## config.mk

```make
export PLATFORM = sky130hd
export DESIGN_NAME = pb_dispatch_slot
export DESIGN_NICKNAME = d
export VERILOG_FILES = /design/src/rtl/pb_dispatch_slot.sv
export SDC_FILE = /design/constraint.sdc
export NUM_CORES = 1
export LEC_CHECK = 0
export CAP_MARGIN = 20
export CORE_MARGIN = 2
export CORE_UTILIZATION = 45
export CTS_CLUSTER_DIAMETER = 80
export CTS_CLUSTER_SIZE = 28
export DETAILED_ROUTE_END_ITERATION = 12
export GPL_TIMING_DRIVEN = 0
export PLACE_DENSITY_LB_ADDON = 0.05
export SLEW_MARGIN = 40
export SYNTH_ARGS = -nofsm -noshare
export SYNTH_HDL_FRONTEND = slang
export SYNTH_SLANG_ARGS = --single-unit
export TNS_END_PERCENT = 50
```

## constraint.sdc

```tcl
create_clock -name clock -period 2.9 [get_ports clock]
set_clock_uncertainty 0.2 [all_clocks]
set_input_delay 0.29 -clock clock [delete_from_list [all_inputs] [get_ports clock]]
set_output_delay 0.29 -clock clock [all_outputs]
set_load 0.005 [all_outputs]
```

## src/rtl/pb_dispatch_slot.sv

```systemverilog
// Per-processing-block dispatch slot: accepts one block index from the
// dispatcher, holds the processing_block in reset for a fixed launch window,
// counts run cycles until the block finishes or times out, and then reports
// the outcome over a valid/ready handshake.
module pb_dispatch_slot #(
   parameter int IDX_W      = 16,
   parameter int CNT_W      = 16,
   parameter int RST_CYCLES = 1
) (
   input  logic             clock,
   input  logic             reset,
   input  logic             disp_valid,
   output logic             disp_ready,
   input  logic [IDX_W-1:0] disp_block_idx,
   input  logic [CNT_W-1:0] timeout_limit,
   output logic [IDX_W-1:0] pb_block_idx,
   output logic             pb_reset,
   input  logic             pb_finished,
   output logic             done_valid,
   input  logic             done_ready,
   output logic [IDX_W-1:0] done_block_idx,
   output logic             done_timeout,
   output logic [CNT_W-1:0] run_cycles,
   output logic             busy
);

   localparam int LC_W = $clog2(RST_CYCLES + 1);

   typedef enum logic [1:0] {
      S_IDLE   = 2'd0,
      S_LAUNCH = 2'd1,
      S_RUN    = 2'd2,
      S_REPORT = 2'd3
   } state_t;

   state_t           state_q, state_d;
   logic [IDX_W-1:0] pb_block_idx_q, pb_block_idx_d;
   logic [CNT_W-1:0] run_cycles_q, run_cycles_d;
   logic [LC_W-1:0]  launch_cnt_q, launch_cnt_d;
   logic             done_timeout_q, done_timeout_d;

   logic             accept;
   logic             launch_last;
   logic [CNT_W:0]   run_next_wide;
   logic             timeout_hit;

   // Saturating increment: the counter sticks at all-ones instead of wrapping.
   function automatic logic [CNT_W-1:0] sat_inc(input logic [CNT_W-1:0] v);
      return (&v) ? v : v + CNT_W'(1);
   endfunction

   // A block is taken only from IDLE and never while reset is asserted.
   assign accept      = (state_q == S_IDLE) && !reset && disp_valid;
   assign launch_last = (launch_cnt_q == LC_W'(1));

   // One extra bit keeps run_cycles+1 from wrapping onto a small limit.
   assign run_next_wide = {1'b0, run_cycles_q} + (CNT_W + 1)'(1);
   assign timeout_hit   = (timeout_limit != '0) &&
                          (run_next_wide == {1'b0, timeout_limit});

   // State register and datapath registers, all cleared by reset.
   always_ff @(posedge clock) begin
      if (reset) begin
         state_q        <= S_IDLE;
         pb_block_idx_q <= '0;
         run_cycles_q   <= '0;
         launch_cnt_q   <= '0;
         done_timeout_q <= 1'b0;
      end else begin
         state_q        <= state_d;
         pb_block_idx_q <= pb_block_idx_d;
         run_cycles_q   <= run_cycles_d;
         launch_cnt_q   <= launch_cnt_d;
         done_timeout_q <= done_timeout_d;
      end
   end

   // Next-state and datapath update; finish has priority over timeout.
   always_comb begin
      state_d        = state_q;
      pb_block_idx_d = pb_block_idx_q;
      run_cycles_d   = run_cycles_q;
      launch_cnt_d   = launch_cnt_q;
      done_timeout_d = done_timeout_q;
      unique case (state_q)
         S_IDLE: begin
            if (accept) begin
               state_d        = S_LAUNCH;
               pb_block_idx_d = disp_block_idx;
               run_cycles_d   = '0;
               launch_cnt_d   = LC_W'(RST_CYCLES);
               done_timeout_d = 1'b0;
            end
         end
         S_LAUNCH: begin
            launch_cnt_d = launch_cnt_q - LC_W'(1);
            if (launch_last) begin
               state_d = S_RUN;
            end
         end
         S_RUN: begin
            run_cycles_d = sat_inc(run_cycles_q);
            if (pb_finished) begin
               state_d        = S_REPORT;
               done_timeout_d = 1'b0;
            end else if (timeout_hit) begin
               state_d        = S_REPORT;
               done_timeout_d = 1'b1;
            end
         end
         S_REPORT: begin
            if (done_ready) begin
               state_d = S_IDLE;
            end
         end
         default: begin
            state_d = S_IDLE;
         end
      endcase
   end

   // Handshake and status outputs decoded from the current state.
   always_comb begin
      disp_ready = (state_q == S_IDLE) && !reset;
      pb_reset   = reset || (state_q == S_LAUNCH);
      done_valid = (state_q == S_REPORT) && !reset;
      busy       = (state_q != S_IDLE);
   end

   assign pb_block_idx   = pb_block_idx_q;
   assign done_block_idx = pb_block_idx_q;
   assign done_timeout   = done_timeout_q;
   assign run_cycles     = run_cycles_q;

endmodule

```

; After elaboration in Yosys (flattened, before gate mapping)
; Index checks and enable logic that the tools add are counted.
[totals]
ff_bits = 36
in_bits = 37
[op_classes]
addsub = 3
eq_ne = 9
n_mux = 15
n_reduce_logical = 17
[ops]
columns = cell, n
row1 = $mux W16, 2
row2 = $pmux W16 S2, 1
row3 = $add A16 B1 Y17 const B, 1
row4 = $eq A17 B16 Y1, 1
row5 = $add A16 B1 Y16 const B, 1
row6 = $reduce_and A16 Y1, 1
row7 = $reduce_bool A16 Y1, 1
row8 = $mux W2, 5
row9 = $ne A2 B2 Y1 const B, 4
row10 = $pmux W2 S4, 1
row11 = $reduce_and A3 Y1, 2
row12 = $reduce_bool A2 Y1, 3
row13 = $eq A2 B2 Y1 const B, 2
row14 = $logic_and A1 B1 Y1, 4
row15 = $mux W1, 4
row16 = $pmux W1 S2, 2
row17 = $reduce_and A2 Y1, 2
row18 = $reduce_and A4 Y1, 1
row19 = $ne A3 B3 Y1 const B, 1
row20 = $eq A2 B1 Y1 const B, 1
row21 = $logic_not A2 Y1, 1
row22 = $logic_not A1 Y1, 1
row23 = $logic_or A1 B1 Y1, 1
row24 = $sub A1 B1 Y1 const B, 1

; Longest topological paths before layout
[logic_depth]
depth_word = 6
mapped_depth = 9

; Worst setup path after synthesis
; OpenSTA, ideal clock, no wires.
[synth_path]
kind = register to register
startpoint = reg run_cycles_q[0] (netlist: run_cycles[0])
endpoint = reg run_cycles_q[5] (netlist: run_cycles[5])
setup_ns = 0.115
arrival_ns = 1.991
required_ns = 2.585
path_slack_ns = 0.594
path_stages_with_launch = 8
path_buffers = 1
synth_period_minus_slack_ns = 2.306
path_cell_list = dfxtp_1 -> ha_1 -> nand3_1 -> or4_4 -> o211ai_1 -> buf_2 -> nor3_1 -> o21ba_2
[synth_between]
elab_chain_len = 3
[synth_lines]
columns = element, line_no
row1 = "start, declared", 38  ; logic [CNT_W-1:0] run_cycles_q, run_cycles_d;
row2 = "start signal, assigned", 72  ; run_cycles_q <= run_cycles_d;
row3 = $add A16 B1 Y16 or $reduce_and A16 Y1 (tied branches), 49  ; return (&v) ? v : v + CNT_W'(1);
row4 = $mux W16 or $ne A2 B2 Y1 (tied branches), n/a
row5 = $pmux W16 S2 or $reduce_and A3 Y1 (tied branches), n/a
; Parallel ways exist; a longest one is shown, timed or not. The select of a mux whose other input is x is not followed.
; A chain may end at the register's enable or synchronous reset.

; Worst setup path after layout
[layout_path]
startpoint = reg state_q[0]
endpoint = reg run_cycles_q[11] (netlist: run_cycles[11])
[layout_between]
elab_chain_len = 5
[layout_lines]
columns = element, line_no
row1 = "start, declared", 36  ; state_t state_q, state_d;
row2 = "start signal, assigned", 70  ; state_q <= state_d;
row3 = $logic_not A2 Y1, "53, 85"
row4 = $logic_and A1 B1 Y1 (2 in a row), 53  ; assign accept = (state_q == S_IDLE) && !reset && disp_valid;
row5 = $ne A2 B2 Y1 (no source line), n/a
row6 = $reduce_and A3 Y1 (no source line), n/a
; Parallel ways exist; a longest one is shown, timed or not.

==> impl_metrics.ini <==
[setup_path]
endpoint_kind = register
ff2ff_path_depth = 9
crit_path_max_incr_delay_ns = 0.34
cp_max_fo = 10
path_class = register to register
critPathLaunchType = register
cp.arrival_ns = 2.66
cpMaxStageDelayCell = dfxtp_1
cp_cell_sequence = inv_1 > ha_1 > clkinvlp_4 > o21ai_4 > o211ai_1 > buf_2 > nor3_1 > nor2_1 > a311oi_1
cp.required_ns = 2.91

[timing]
max_slew_margin_pct = 46.7
setup_viol = 0
fin_ws_ns = 0.253
hold_ws_ns = 0.290
tightest_slew_ns = 0.800
rsz0062_at_grt = false
slew_viol_final = 0
fin_crit_sh_pct = 91.3
tns_ns = 0
timing.final.hold_violations = 0
fmax_ghz = 0.378
fin_crit_ns = 2.65

[grt]
grt_max_degree = 13
grtUsageMet2_pct = 38.5
busiest_layer = met2
grtUsageTotal_pct = 24.1
grtUsageMet3_pct = 5.81
grt_pass1_vias = 2383
grt_pass1_wl_mm = 11.7
antenna_found_initial = 0
grt_overflow_total = 0
grt.met1_usage_pct = 32.3

[place]
placed_area_um2 = 3390
hpwl_mm = 5.42
preCtsSetupSlack_ns = 0.180
io_buffers = 88
gp_congestion = 0.916

[synth]
ys_types = 56
synth-seq-cells = 36
yosysWarnings = 0
syn_nets = 349
synth-edff-count = 0
async_flop_share_pct = 0
synth.avg_cell_area_um2 = 7.92
synth_area_um2 = 2420
synth-seq-area-share_pct = 29.7
synth_ff_type = dfxtp_1
postSynthCellCount = 306

[routing]
dr.pass1.iters = 4
wire_per_inst_um = 15.2
antenna_left = 0
vias = 2615
post_drt_via_cell_ratio = 5.53
drcViolationCount = 0
routed_wl_mm = 7.17
drt_iter0_drc = 158

[clock_tree]
cts_sinks = 36
ctsRootBufferMaster = clkbuf_8
clockBufferDepth = 2
path_clk_slew_ns = 0.08
numCtsBuffers = 5
cts_tree = done
insertion_delay_ns = 0.30
cts.htree.levels = 2

[power_and_ir_drop]
powerDensity_nw_per_um2 = 536
leakage_uw = 0.00130
vdd_drop_max_mv = 0.395

[cells_and_area]
fill_cells = 481
regArea_um2 = 722
drive_gt1_share_pct = 10.2
utilization_pct = 68.5
stdcell_area_um2 = 3520
multi_input_area_um2 = 1500
nets = 445
diodes = 0
area_growth_pct = 45.4
final_common_cell = clkdlybuf4s50_1
final_cell_mix = clkdlybuf4s50_1 (88), nand2_1 (41), dfxtp_1 (35)

[die]
die_w_um = 77.4
initial_utilization_pct = 47.2
die_h_um = 77.4
rows = 26
boundaryPins = 90
die-area_um2 = 5990
coreArea_um2 = 5140

[worst_hold_path]
hp-class = register to register
hold_depth = 2

[job]
maxCapViolations = 0

[outcome]
outcome = finished clean
==> critical path, delay by kind of cell, from the launching register on <==
family | cells | cell delay, ns
AO/OA/AOI/OAI | 3 | 0.78
adder cells (fa/ha/maj) | 1 | 0.31
buffers and inverters | 3 | 0.68
flip-flops | 1 | 0.34
AND/OR/NAND/NOR | 2 | 0.25
==> sequential cells by signal, indices dropped and copies added (netlist names) <==
signal          cells
run_cycles         16
done_timeout        1
state_q             2
launch_cnt_q        1
done_block_idx     16
==> per-stage QoR <==
stage | cells | power (uW)
2_1_floorplan | 306 | 1030
3_3_place_gp | 464 | 1400
3_5_place_dp | 464 | 1420
4_1_cts | 472 | 1870
5_1_grt | 473 | 2000
6_report | 473 | 1890
==> cells in the mapped netlist (all sizes together) (2+ instances only) <==
| cell | n | area (um2) |
|---|---|---|
| a211oi | 3 | 22.5 |
| a21o | 2 | 15.0 |
| a21oi | 20 | 100 |
| a311oi | 3 | 26.3 |
| a31oi | 2 | 12.5 |
| and3 | 3 | 18.8 |
| buf | 21 | 145 |
| clkbuf | 10 | 37.5 |
| dfxtp | 36 | 721 |
| ha | 6 | 75.1 |
| inv | 6 | 22.5 |
| nand2 | 41 | 154 |
| nand2b | 7 | 43.8 |
| nand3 | 8 | 50.1 |
| nand3b | 19 | 143 |
| nand4 | 4 | 25.0 |
| nor2 | 16 | 60.1 |
| nor2b | 2 | 12.5 |
| nor3 | 7 | 35.0 |
| nor3b | 2 | 15.0 |
| nor4 | 9 | 62.6 |
| o211ai | 3 | 22.5 |
| o21a | 3 | 22.5 |
| o21ai | 17 | 92.6 |
| o21ba | 2 | 20.0 |
| o22ai | 2 | 12.5 |
| o31a | 2 | 17.5 |
| or2 | 2 | 12.5 |
| or3 | 7 | 43.8 |
| or4 | 3 | 26.3 |
| xnor2 | 15 | 131 |
| xor2 | 4 | 35.0 |
| xor3 | 2 | 47.6 |
==> kinds of logic after synthesis <==
kind of cell | Yosys count | share of synthesized area [%]
adder cells (fa/ha/maj) | 6 | 3.10
XOR/XNOR | 21 | 8.83
multiplexers | 1 | 0.413
AND/OR/NAND/NOR | 136 | 31.1
buffers and inverters | 38 | 8.62
AO/OA/AOI/OAI | 68 | 18.2
flip-flops | 36 | 29.7
==> final timing paths <==
kind         slack, ns                end               from
max               0.25     run_cycles[11]         state_q[0]
min               0.29  done_block_idx[8]  done_block_idx[8]
max reg2reg       0.25     run_cycles[11]         state_q[0]
min reg2reg       0.29  done_block_idx[8]  done_block_idx[8]
==> per-layer routing <==
metal / vias to the layer above / share of wire (%)
met1: 1210 / 44
met4: 0 / 1.8
met5: - / 0
met3: 12 / 8.3
li1: 1280 / -
met2: 113 / 46
==> repair_timing <==
action,CTS,global route
hold buffers,0,0
resized for setup,0,3
setup buffers,0,1
endpoints found under the setup margin,0,9
==> final cells by class <==
| class | count | area share (%) |
|---|---|---|
| Timing Repair Buffer | 89 | 25.2 |
| Buffer | 31 | 5.18 |
| Clock inverter | 3 | 1.21 |
| Multi-Input combinational cell | 232 | 42.6 |
| Tap cell | 70 | 2.49 |
| Clock buffer | 5 | 1.95 |
| Inverter | 7 | 0.852 |
| Sequential cell | 36 | 20.5 |
==> report_power, final <==
| part | switching [uW] | total [uW] | internal [uW] |
|---|---|---|---|
| clock | 202 | 456 | 255 |
| combinational | 370 | 811 | 441 |
| sequential | 57.1 | 621 | 563 |
Note: power is estimated with default switching activity, not from simulation.
